### src/rtl/press_evt_pkg.sv
`default_nettype none
// ============================================================================
//  Module  : press_evt_pkg
//  Purpose : Shared types and defaults for the press event arbiter. Defines
//            the event record (button index + press type) stored in the event
//            queue, the press-type encodings and the default sizing.
//  Ports   : (package, none)
//  Rev     : 1.0  initial release
// ============================================================================
package press_evt_pkg;

  // Default sizing of the arbiter.
  localparam int DEF_NUM_BTN    = 2;
  localparam int DEF_FIFO_DEPTH = 4;

  // Width reserved for the button index inside a queued event. The top level
  // only drives and reads the low IDX_W bits, so up to 256 buttons fit.
  localparam int EVT_BTN_W = 8;

  // Press-type encodings carried in press_evt_t.is_long.
  localparam logic EVT_SHORT = 1'b0;
  localparam logic EVT_LONG  = 1'b1;

  typedef struct packed {
    logic [EVT_BTN_W-1:0] btn;
    logic                 is_long;
  } press_evt_t;

endpackage : press_evt_pkg
`default_nettype wire

### src/rtl/press_evt_fifo.sv
`default_nettype none
// ============================================================================
//  Module  : press_evt_fifo
//  Purpose : Synchronous show-ahead FIFO of press_evt_t. The head entry is
//            visible on rd_data whenever empty is low; pop advances it.
//  Ports   : clk_i    in   clock
//            rst_i    in   asynchronous active-high reset (empties the queue)
//            push     in   write wr_data this cycle (ignored when full)
//            wr_data  in   event to enqueue
//            pop      in   discard head this cycle (ignored when empty)
//            rd_data  out  head event (undefined content when empty)
//            full     out  count == DEPTH
//            empty    out  count == 0
//            count    out  number of stored entries
//  Rev     : 1.0  initial release
// ============================================================================
module press_evt_fifo
  import press_evt_pkg::*;
#(
  parameter  int DEPTH = DEF_FIFO_DEPTH,
  localparam int CNT_W = $clog2(DEPTH + 1),
  localparam int PTR_W = $clog2(DEPTH)
) (
  input  logic             clk_i,
  input  logic             rst_i,
  input  logic             push,
  input  press_evt_t       wr_data,
  input  logic             pop,
  output press_evt_t       rd_data,
  output logic             full,
  output logic             empty,
  output logic [CNT_W-1:0] count
);

  press_evt_t       mem [DEPTH];
  logic [PTR_W-1:0] wr_ptr;
  logic [PTR_W-1:0] rd_ptr;
  logic [CNT_W-1:0] cnt;
  logic             do_push;
  logic             do_pop;

  assign full  = (cnt == CNT_W'(DEPTH));
  assign empty = (cnt == '0);
  assign count = cnt;

  // Fullness is judged before this cycle's pop, so a full queue never
  // accepts a write even while the head is being consumed.
  assign do_push = push && !full;
  assign do_pop  = pop && !empty;

  // DEPTH is a power of two, so the pointers wrap by natural overflow.
  always_ff @(posedge clk_i or posedge rst_i) begin
    if (rst_i) begin
      wr_ptr <= '0;
      rd_ptr <= '0;
      cnt    <= '0;
    end else begin
      if (do_push) wr_ptr <= wr_ptr + 1'b1;
      if (do_pop)  rd_ptr <= rd_ptr + 1'b1;
      case ({do_push, do_pop})
        2'b10:   cnt <= cnt + 1'b1;
        2'b01:   cnt <= cnt - 1'b1;
        default: cnt <= cnt;
      endcase
    end
  end

  // Storage needs no reset: an entry is only observed after it was written.
  always_ff @(posedge clk_i) begin
    if (do_push) mem[wr_ptr] <= wr_data;
  end

  assign rd_data = mem[rd_ptr];

endmodule : press_evt_fifo
`default_nettype wire

### src/rtl/press_event_arbiter.sv
`default_nettype none
// ============================================================================
//  Module  : press_event_arbiter
//  Purpose : Collects 1-cycle short/long press pulses from NUM_BTN long-press
//            detectors, serialises them round-robin into an event FIFO and
//            presents them one at a time over a valid/ready handshake. Any
//            press that is overwritten before being queued sets a sticky
//            overflow flag.
//  Ports   : clk_i           in   system clock
//            rst_i           in   asynchronous active-high reset
//            press_short_i   in   [NUM_BTN] short-press pulses, bit b = btn b
//            press_long_i    in   [NUM_BTN] long-press pulses,  bit b = btn b
//            cmd_valid_o     out  head event available
//            cmd_ready_i     in   consumer takes head event this cycle
//            cmd_btn_o       out  [IDX_W] button index of head event
//            cmd_long_o      out  1 = long press, 0 = short press
//            overflow_o      out  sticky: at least one press was lost
//            clr_overflow_i  in   clears overflow_o (a new loss wins)
//  Rev     : 1.0  initial release
// ============================================================================
module press_event_arbiter
  import press_evt_pkg::*;
#(
  parameter  int NUM_BTN    = DEF_NUM_BTN,
  parameter  int FIFO_DEPTH = DEF_FIFO_DEPTH,
  localparam int IDX_W      = $clog2(NUM_BTN),
  localparam int CNT_W      = $clog2(FIFO_DEPTH + 1)
) (
  input  logic               clk_i,
  input  logic               rst_i,
  input  logic [NUM_BTN-1:0] press_short_i,
  input  logic [NUM_BTN-1:0] press_long_i,
  output logic               cmd_valid_o,
  input  logic               cmd_ready_i,
  output logic [IDX_W-1:0]   cmd_btn_o,
  output logic               cmd_long_o,
  output logic               overflow_o,
  input  logic               clr_overflow_i
);

  // --------------------------------------------------------------------------
  // Declarations
  // --------------------------------------------------------------------------
  logic [NUM_BTN-1:0] pulse;
  logic [NUM_BTN-1:0] pend_v;
  logic [NUM_BTN-1:0] pend_long;
  logic [NUM_BTN-1:0] granted;
  logic [NUM_BTN-1:0] lost;

  logic [IDX_W-1:0]   rr_ptr;
  logic [IDX_W-1:0]   rr_next;
  logic [IDX_W-1:0]   grant_idx;
  logic [IDX_W-1:0]   cand_idx;
  logic               grant_valid;
  int                 cand;

  logic               overflow;

  press_evt_t         push_evt;
  press_evt_t         head_evt;
  logic               fifo_empty;
  logic               fifo_room;
  logic               pop;
  logic [CNT_W-1:0]   fifo_count;
  logic               unused_fifo_full;

  // A pulse of either kind makes the button pending; long wins a tie.
  assign pulse = press_short_i | press_long_i;

  // --------------------------------------------------------------------------
  // Round-robin arbiter: first pending button at or after rr_ptr, wrapping
  // modulo NUM_BTN. No grant at all while the queue is full, so neither the
  // pending flags nor rr_ptr move in that case.
  // --------------------------------------------------------------------------
  assign fifo_room = (fifo_count < CNT_W'(FIFO_DEPTH));

  always_comb begin
    grant_valid = 1'b0;
    grant_idx   = '0;
    cand        = 0;
    cand_idx    = '0;
    if (fifo_room) begin
      for (int i = 0; i < NUM_BTN; i++) begin
        cand = int'(rr_ptr) + i;
        if (cand >= NUM_BTN) cand = cand - NUM_BTN;
        cand_idx = IDX_W'(cand);
        if (!grant_valid && pend_v[cand_idx]) begin
          grant_valid = 1'b1;
          grant_idx   = cand_idx;
        end
      end
    end
  end

  assign rr_next = (grant_idx == IDX_W'(NUM_BTN - 1)) ? '0 : grant_idx + 1'b1;

  // A pulse is only lost when it lands on a pending button that is not
  // leaving the capture stage this very cycle.
  for (genvar b = 0; b < NUM_BTN; b++) begin : g_btn
    assign granted[b] = grant_valid && (grant_idx == IDX_W'(b));
    assign lost[b]    = pulse[b] & pend_v[b] & ~granted[b];
  end

  // --------------------------------------------------------------------------
  // Capture flags, round-robin pointer and sticky overflow
  // --------------------------------------------------------------------------
  always_ff @(posedge clk_i or posedge rst_i) begin
    if (rst_i) begin
      pend_v    <= '0;
      pend_long <= '0;
      rr_ptr    <= '0;
      overflow  <= 1'b0;
    end else begin
      for (int b = 0; b < NUM_BTN; b++) begin
        // A new pulse beats the grant-clear: the granted copy is already
        // on its way into the queue, the new press stays pending.
        if (pulse[b]) begin
          pend_v[b]    <= 1'b1;
          pend_long[b] <= press_long_i[b];
        end else if (granted[b]) begin
          pend_v[b]    <= 1'b0;
        end
      end

      if (grant_valid) rr_ptr <= rr_next;

      if (|lost)               overflow <= 1'b1;
      else if (clr_overflow_i) overflow <= 1'b0;
    end
  end

  assign overflow_o = overflow;

  // --------------------------------------------------------------------------
  // Event queue
  // --------------------------------------------------------------------------
  always_comb begin
    push_evt         = '0;
    push_evt.btn     = EVT_BTN_W'(grant_idx);
    push_evt.is_long = pend_long[grant_idx] ? EVT_LONG : EVT_SHORT;
  end

  press_evt_fifo #(
    .DEPTH   (FIFO_DEPTH)
  ) u_fifo (
    .clk_i   (clk_i),
    .rst_i   (rst_i),
    .push    (grant_valid),
    .wr_data (push_evt),
    .pop     (pop),
    .rd_data (head_evt),
    .full    (unused_fifo_full),
    .empty   (fifo_empty),
    .count   (fifo_count)
  );

  // --------------------------------------------------------------------------
  // Consumer handshake; head fields read as zero while nothing is queued.
  // --------------------------------------------------------------------------
  assign cmd_valid_o = !fifo_empty;
  assign pop         = cmd_valid_o && cmd_ready_i;
  assign cmd_btn_o   = cmd_valid_o ? head_evt.btn[IDX_W-1:0] : '0;
  assign cmd_long_o  = cmd_valid_o && head_evt.is_long;

  // Index bits above IDX_W are always written as zero and never read.
  if (IDX_W < EVT_BTN_W) begin : g_btn_hi
    logic unused_btn_hi;
    assign unused_btn_hi = ^head_evt.btn[EVT_BTN_W-1:IDX_W];
  end

endmodule : press_event_arbiter
`default_nettype wire

### config.mk
export PLATFORM = sky130hd
export DESIGN_NAME = press_event_arbiter
export DESIGN_NICKNAME = d
export VERILOG_FILES = /design/src/rtl/press_evt_pkg.sv /design/src/rtl/press_evt_fifo.sv /design/src/rtl/press_event_arbiter.sv
export SDC_FILE = /design/constraint.sdc
export NUM_CORES = 1
export LEC_CHECK = 0
export ABC_AREA = 0
export ABC_CLOCK_PERIOD_IN_PS = 1700
export CAP_MARGIN = 20
export CELL_PAD_IN_SITES_DETAIL_PLACEMENT = 1
export CELL_PAD_IN_SITES_GLOBAL_PLACEMENT = 1
export CORE_MARGIN = 1
export CORE_UTILIZATION = 39
export DETAILED_ROUTE_END_ITERATION = 12
export PLACE_DENSITY = 0.71
export SLEW_MARGIN = 25
export SYNTH_ARGS = -nofsm -noshare
export SYNTH_HDL_FRONTEND = slang
export SYNTH_SLANG_ARGS = --single-unit
### constraint.sdc
create_clock -name clk_i -period 1.7 [get_ports clk_i]
set_clock_uncertainty 0.1 [all_clocks]
set_input_delay 0.34 -clock clk_i [delete_from_list [all_inputs] [get_ports clk_i]]
set_output_delay 0.34 -clock clk_i [all_outputs]
set_load 0.02 [all_outputs]
==> results.ini <==
[drt]
firstDrtPassIters = 2
viasPerCell = 4.84
vias = 629
detail-route-antenna-nets = 0
drc = 0
drt_iter0_markers = 3
routedWlPerCell_um = 14.0
drt_wl_total_um = 1820

[status]
run_status = finished, violations left
violations = setup timing

[pwr]
leakage_nw = 0.557
vdd_drop_max_mv = 0.918
p_per_area_mw_per_mm2 = 1820
seq_power_share_pct = 37.4
power_frac_comb_pct = 52.4
clkPwrFrac_pct = 10.1
switching_share_pct = 35.1
power_switching_w = 0.000809
power_w = 0.00230
intPower_w = 0.00149

[setup_path]
critPathArrivalTime_ns = 2.05
end_kind = flop
cp-startpoint = u_fifo.count[0]
reg2reg_depth = 8
r2r_start = u_fifo.count[0]
crit_type = flop to flop
crit_fanout = 4
worstSetupEndpoint = u_fifo.count[2]
cp.required_ns = 1.80
worst-r2r-setup-slack_ns = -0.26
start_kind = flop
timing.rr.end = u_fifo.count[2]

[placed_design]
dp_hpwl_um = 1480
pre_cts_ws_ns = -0.492
routabilityCongestion = 0.717
numPortBuffers = 11

[timing]
hold_violations = 0
setup_viol = 5
finalCritPeriodShare_pct = 115
slew_headroom_pct = 67.8
tightestPinTransition_ns = 0.482
timing.final.ws_setup_ns = -0.255
setup_tns_ns = -1.14
fin_crit_ns = 1.96
fmax_mhz = 511
drv_slew = 0
rsz0062_at_grt = yes
holdWs_ns = 0.241

[clock_tree]
path_clk_slew_ns = 0.12
htreeDepth = 1
worstSkewPairLatency_ns = 0.30
clock_tree.buffer_depth = 2
cts_root_buf = clkbuf_4
cts_buffers = 3
cts.sinks = 21
cts_tree = built

[floorplanning]
std_cell_rows = 17
die_h_um = 52.3
start_util_pct = 42.9
dieArea_mm2 = 0.00273
ios = 12
core_area_mm2 = 0.00230
die_x_um = 52.3

[synthesis]
syn_inst = 75
yosysSeqAreaShare_pct = 57.4
ys_types = 25
syn_area_um2 = 986
ys_ff_latch = 21
syn-num-nets = 89
syn_avg_cell_area_um2 = 13.1
yosysWarnings = 0

[cells_and_area]
final_cell_mix = buf_4, dfrtp_1, inv_1, edfxtp_1, clkdlybuf4s50_1
multi_input_area_um2 = 398
seq_area_um2 = 567
fillers = 254
layout_commonest_cell = buf_4
n_antenna_cell = 0
area_delta_synth_final_pct = 28.7
fin_nets = 117
final_core_util_pct = 55.2
drive_gt1_share_pct = 30.4

[global_routing]
grt_max_degree = 14
grt_pass1_vias = 697
grt_usage_pct = 17.1
overflow = 0
grt_pass1_wl_um = 3260
grt_antenna_before_repair = 0

[run]
drv_cap = 0

[min_path]
hp-class = input pin to async pin

final cells by class:
cell class | instances | area share [%]
inverter | 9 | 2.66
multi-input combinational | 44 | 31.4
clock buffer | 3 | 1.78
timing repair buffer | 24 | 16.4
clock inverter | 1 | 0.394
sequential | 21 | 44.7
tap | 28 | 2.76
worst max-delay path: stages, from the launching register on:
cell	delay [ns]
dfrtp_1	0.41
or3_4	0.39
and2_4	0.18
ha_4	0.16
inv_2	0.05
fa_2	0.18
xor2_1	0.16
nor2_1	0.08
xor2_1	0.14
state kept, by name, summed over array words and instances, names as in the netlist:
| register | cells |
|---|---|
| pend_long | 2 |
| overflow_o | 1 |
| u_fifo.mem | 8 |
| u_fifo.count | 3 |
| pend_v | 2 |
| rr_ptr | 1 |
| u_fifo.wr_ptr | 2 |
| u_fifo.rd_ptr | 2 |
power groups by stage:
| stage | Sequential [W] | Combinational (W) | Clock [W] |
|---|---|---|---|
| 5_1_grt | 0.000884 | 0.00135 | 0.000265 |
| 3_3_place_gp | 0.000844 | 0.00107 | 0 |
| 2_1_floorplan | 0.000856 | 0.000681 | 0 |
| 4_1_cts | 0.000860 | 0.00123 | 0.000244 |
| 3_5_place_dp | 0.000866 | 0.00113 | 0 |
| 6_report | 0.000862 | 0.00121 | 0.000234 |
cell usage after synthesis:
library cell	n	area, µm²
a21o_1	3	22.5
and2_1	6	37.5
and2_4	1	8.76
buf_2	1	5.00
dfrtp_1	13	325
edfxtp_1	8	240
fa_1	1	20.0
ha_1	5	62.6
inv_1	9	33.8
mux2_1	1	11.3
mux2i_1	1	10.0
mux4_1	2	52.6
nand2_1	4	15.0
nand2b_1	1	6.26
nand3_1	1	5.00
nor2_1	5	18.8
nor2b_1	1	6.26
nor3b_2	1	12.5
o21ai_0	1	5.00
o21ai_1	1	5.00
o21ba_1	1	10.0
o221ai_1	1	8.76
or3_4	1	11.3
xnor2_1	3	26.3
xor2_1	3	26.3
worst min-delay path by stage:
stage | end | cells after the start
after floorplan | overflow_o | 1
after global placement | pend_long[0] | 1
after detailed placement | pend_long[0] | 1
after CTS | u_fifo.count[1] | 2
after global routing | u_fifo.count[1] | 2
final | u_fifo.count[1] | 2
repair_timing:
action                                  in CTS  in global routing
gates resized for setup                     19                  2
hold buffers                                 0                  0
pin swaps                                    7                  2
hold endpoints to repair                     0                  0
buffers inserted                             3                  0
endpoints found under the setup margin       9                  8
metal layers:
metal,GRT usage (%),vias to the layer above,share of wire [%]
met5,0,-,0
met4,5.26,0,0.77
met3,2.61,2,2.4
met2,31.6,11,58
met1,19.9,313,39
li1,-,303,-
metrics by stage:
stage,std cells,instance area (µm²)
5_1_grt,130,1270
2_1_floorplan,75,1000
6_report,130,1270
4_1_cts,130,1260
3_5_place_dp,123,1220
3_3_place_gp,123,1220
cell families (layout without fill, tap and decap cells):
logic type / after synthesis / count (layout) / share of synthesized area [%]
adder cells (fa/ha/maj): 6 / 6 / 8.38
AND/OR/NAND/NOR: 21 / 21 / 12.3
buffers and inverters: 10 / 37 / 3.93
AO/OA/AOI/OAI: 7 / 7 / 5.20
flip-flops: 21 / 21 / 57.4
XOR/XNOR: 6 / 6 / 5.33
multiplexers: 4 / 4 / 7.49
No activity file was read; power rests on OpenSTA's default activity.
